==> config.mk <==
export PLATFORM = sky130hd
export DESIGN_NAME = ntt_sdf_stage_ctrl
export DESIGN_NICKNAME = d
export VERILOG_FILES = /design/src/rtl/ntt_sdf_stage_ctrl.sv
export SDC_FILE = /design/constraint.sdc
export NUM_CORES = 1
export LEC_CHECK = 0
export CAP_MARGIN = 20
export CORE_AREA = 2 2 39 41
export DETAILED_ROUTE_END_ITERATION = 8
export DIE_AREA = 0 0 41 43
export GPL_TIMING_DRIVEN = 0
export PLACE_DENSITY_LB_ADDON = 0.08
export SLEW_MARGIN = 0
export SYNTH_ARGS = -nofsm -noshare
export SYNTH_HDL_FRONTEND = slang
export SYNTH_SLANG_ARGS = --single-unit
export TNS_END_PERCENT = 30
==> constraint.sdc <==
create_clock -name clk -period 2.2 [get_ports clk]
set_clock_uncertainty 0.2 [all_clocks]
set_input_delay 0.22 -clock clk [delete_from_list [all_inputs] [get_ports clk]]
set_output_delay 0.22 -clock clk [all_outputs]
set_load 0.05 [all_outputs]
==> src/rtl/ntt_sdf_stage_ctrl.sv <==
// Frame-aware sequencer for one single-path delay-feedback NTT stage.
// Drives FIFO push/pop, data-path muxes, butterfly enable, twiddle address and result flags.
module ntt_sdf_stage_ctrl #(
   parameter int N       = 16,
   parameter int D       = 2,
   parameter int MUL_LAT = 1,
   parameter int TW_AW   = $clog2(N)
) (
   input  logic             clk,
   input  logic             rst,
   input  logic             in_valid,
   output logic             in_ready,
   output logic             push,
   output logic             pop,
   output logic             sel1,
   output logic             sel2,
   output logic             bf_enable,
   output logic [TW_AW-1:0] tw_addr,
   output logic             out_valid,
   output logic             out_last,
   output logic             frame_done
);

   localparam int KW      = $clog2(N);
   localparam int JW      = $clog2(D) + 1;
   localparam int TW_STEP = N / (2 * D);

   typedef enum logic [1:0] {ST_IDLE, ST_RUN, ST_DRAIN} state_t;

   state_t             r_state, w_state_nxt;
   logic [KW-1:0]      r_k, w_k_nxt, w_p;
   logic [JW-1:0]      r_j, w_j_nxt;
   logic [MUL_LAT-1:0] r_vld_sr, r_last_sr;
   logic               w_accept, w_issue, w_last;

   assign in_ready = (r_state != ST_DRAIN) && !rst;
   assign w_accept = in_valid && in_ready;
   // Position inside the current 2D block; upper half is the butterfly phase.
   assign w_p      = r_k & KW'(2 * D - 1);

   always_comb begin
      // NOTE: every signal written here gets a default first, so no path can infer a latch.
      w_state_nxt = r_state;
      w_k_nxt     = r_k;
      w_j_nxt     = r_j;
      push        = 1'b0;
      pop         = 1'b0;
      sel1        = 1'b0;
      sel2        = 1'b0;
      bf_enable   = 1'b0;
      tw_addr     = '0;
      w_issue     = 1'b0;
      w_last      = 1'b0;
      case (r_state)
         ST_IDLE, ST_RUN: begin
            if (w_accept) begin
               push = 1'b1;
               if (r_k >= KW'(D)) begin
                  pop     = 1'b1;
                  w_issue = 1'b1;
                  if (w_p >= KW'(D)) begin
                     sel1      = 1'b1;
                     sel2      = 1'b1;
                     bf_enable = 1'b1;
                  end else begin
                     tw_addr = TW_AW'(int'(w_p) * TW_STEP);
                  end
               end
               if (r_k == KW'(N - 1)) begin
                  w_state_nxt = ST_DRAIN;
                  w_k_nxt     = '0;
                  w_j_nxt     = '0;
               end else begin
                  w_state_nxt = ST_RUN;
                  w_k_nxt     = r_k + KW'(1);
               end
            end
         end
         ST_DRAIN: begin
            pop     = 1'b1;
            w_issue = 1'b1;
            tw_addr = TW_AW'(int'(r_j) * TW_STEP);
            w_j_nxt = r_j + JW'(1);
            if (r_j == JW'(D - 1)) begin
               w_last      = 1'b1;
               w_state_nxt = ST_IDLE;
               w_j_nxt     = '0;
            end
         end
         default: w_state_nxt = ST_IDLE;
      endcase
   end

   always_ff @(posedge clk or posedge rst) begin
      if (rst) begin
         r_state   <= ST_IDLE;
         r_k       <= '0;
         r_j       <= '0;
         r_vld_sr  <= '0;
         r_last_sr <= '0;
      end else begin
         // NOTE: sequential state uses non-blocking assignment so all registers update together.
         r_state   <= w_state_nxt;
         r_k       <= w_k_nxt;
         r_j       <= w_j_nxt;
         r_vld_sr  <= MUL_LAT'({r_vld_sr, w_issue});
         r_last_sr <= MUL_LAT'({r_last_sr, w_last});
      end
   end

   // Flags line up with the multiplier result MUL_LAT cycles after issue.
   assign out_valid  = r_vld_sr[MUL_LAT-1];
   assign out_last   = r_last_sr[MUL_LAT-1];
   assign frame_done = r_last_sr[MUL_LAT-1];

endmodule

==> summary.txt <==
Power and ir drop
  – Worst vdd ir: 0.585 mV
  – Pwr/cell area: 909 mW/mm^2
  – Pleak: 0.377 nW

Floorplan
  – Row cnt: 14
  – Core area: 0.00138 mm^2
  – Die height: 43 um
  – Die ar.: 0.00176 mm^2
  – Chip Width: 41 um
  – Initial Util: 39.6%
  – Num ports: 16

Timing
  – Min Clock Period, post-route: 2110 ps
  – Min setup slack post-route: 94.5 ps
  – Tcrit/Tclk final: 95.7%
  – Slew HR: 66.5%
  – Peak Freq: 475 MHz
  – RSZ-0062 raised after global routing: no
  – Fin Setup TNS: 0 ps
  – Slew Limit Fails: 0
  – Final setup vio count: 0
  – Worst slew pin tran: 501 ps
  – Final hold vios: 0

Worst setup path
  – Critical Path AT: 1690 ps
  – Crit-path slowest cell: or4_4
  – Buf/Inv on CP: 2
  – Depth of the worst register-to-register path: 4
  – Reg-to-Reg Start: r_state[1]
  – Slack of the worst reg-to-reg path: 550 ps
  – Cell family with most CP delay: simple AND/OR/NAND/NOR gates
  – Crit Path Max Fanout: 3
  – WS Path Type: flip-flop to output pin
  – R2r endpoint: r_j[1]
  – Crit-path cells: inv_1 > ha_2 > or4_4 > nand3_1 > nand2_1 > buf_6
  – Slowest stage delay, CP: 510 ps
  – CP required: 1780 ps
  – CP Launch Type: flip-flop
  – Worst setup EP type: output pin

Clock tree
  – Max clock buf depth: 2
  – CTS tree: done
  – # hold bufs at CTS: 0
  – CTS root buf: clkbuf_4
  – CTS Buf Count: 3
  – CTS clock-pin slew for the worst setup and hold paths: 60 ps
  – Clk sink count: 10
  – Clock insertion delay at the later pin of the skew report: 260 ps
  – Htree depth: 1

Yosys
  – #FFs+latches synth: 10
  – Syn. warnings: 0
  – Synth Cell Area: 548 um^2
  – Synth area leaders: dfrtp_1 (46%), buf_4 (6.8%), ha_1 (6.8%)
  – Post-synthesis sequential area ratio: 45.7%
  – Post-synthesis cell type count: 25
  – Syn avg cell area: 9.29 um^2
  – Mapped Cells: 59
  – Largest area contributor in the netlist: dfrtp_1
  – Top cell type's share of synthesized area: 45.7%

Routing
  – Vias per cell: 4.52
  – # DRC: 0
  – Antenna-violating nets left: 0
  – First-pass iteration count of the detailed router: 4
  – Avg WL per Cell: 10.5 um
  – Drt total wl: 990 um
  – Vias: 425
  – Starting DRT DRC Count: 7

Global route
  – Grt total ovfl: 0
  – Vias in the first global route: 403
  – First-pass GRT wire length: 1640 um
  – Most Used Layer, Global Route: met1
  – Initial antenna violation count: 0
  – Grt met1 use: 19.8%
  – Met3 Track Usage GR: 3.14%
  – Gr usage total: 13.7%
  – Largest net degree at the start of global routing: 12
  – GR Util met2: 18.8%

Place
  – DP HPWL: 759 um
  – Post-place setup slack: -496 ps
  – Port bufs: 13
  – GPL Wtd Cong: 0.674

Cells and area
  – Layout Area Growth over Synthesis: 35.8%
  – FILL cells: 146
  – Ant. Diodes: 0
  – # nets final: 86
  – Share of cells above drive strength 1: 28.2%
  – Most frequent cells in the layout: buf_4 (9), dfrtp_1 (9), nand2_1 (7)

Run
  – Max-Cap Viols: 0

Hold path
  – Worst hold path class: input pin to asynchronous set/reset pin

Outcome
  – Status: completed
==> worst reg2reg max path, cell delays in order (launching register included) <==
cell     delay (ps)
dfrtp_1         400
or3b_1          400
buf_6           150
or2_1           230
and3_1          170
==> registers in the layout, summed over array words and instances, names as in the netlist <==
name        cells
r_j             2
r_state         2
r_k             4
out_valid       1
frame_done      1
==> what timing repair did <==
item	in CTS	in global routing
resized for setup	27	9
buffers inserted	2	0
endpoints found under the setup margin	7	4
==> where the power goes <==
group	switching [mW]	leakage [nW]	internal [mW]
Sequential	0.0320	0.125	0.224
Clock	0.0588	0.0138	0.0631
Combinational	0.178	0.237	0.121
Total	0.268	0.377	0.408
==> through the flow <==
stage	utilization, %	hold WS [ps]	power (mW)	cells	cell area [um^2]
finish	53.8	138	0.677	94	744
global route	53.8	188	0.726	94	744
CTS	52.9	140	0.666	94	732
detailed placement	50.9	274	0.527	89	704
global placement	50.9	265	0.525	89	704
floorplan	-	-132	0.456	60	554
==> cell type report <==
class	count	area, um^2	area share (%)
inverters	5	18.8	2.52
flip-flops and latches	10	251	33.8
clock buffers	3	22.5	3.03
plain buffers	6	48.8	6.55
well taps	16	20.0	2.69
repair buffers	15	140	18.8
multi-input cells	39	243	32.6
==> cell usage after synthesis, drive strengths merged <==
| cell | number |
|---|---|
| xnor2 | 1 |
| conb | 1 |
| dfrtp | 10 |
| ha | 3 |
| or2b | 1 |
| o41ai | 1 |
| nor2b | 2 |
| nor3b | 1 |
| inv | 5 |
| or3b | 1 |
| and3 | 1 |
| and2 | 2 |
| nor3 | 1 |
| or4 | 1 |
| nand2 | 7 |
| o21ai | 4 |
| or2 | 1 |
| a21oi | 2 |
| nor2 | 3 |
| o211ai | 1 |
| o31ai | 1 |
| buf | 6 |
| nand3 | 3 |
==> layer usage <==
layer | routed length, um | vias to the layer above
met4 | 0 | 0
met3 | 37 | 0
li1 | - | 224
met5 | 0 | -
met2 | 479 | 6
met1 | 473 | 195
==> cells by family after synthesis <==
group	count (synthesis)	synth area share, %
buf+inv	11	12.3
xor+xnor	1	1.60
simple gates	24	23.1
fa+ha+maj	3	6.85
other cells	1	0.684
flops	10	45.7
compound gates	9	9.82
==> how the worst max path moves through the flow <==
stage / from / end / slack (ps) / cells past startpoint
after floorplan: r_state[1] / sel1 / 110 / 4
after global placement: in_valid / tw_addr[2] / -490 / 7
after detailed placement: in_valid / sel1 / -500 / 6
after CTS: r_k[0] / pop / 7 / 6
after global routing: r_k[0] / tw_addr[2] / 10 / 6
final: r_k[0] / tw_addr[2] / 90 / 6
(Power assumes the default switching activity.)
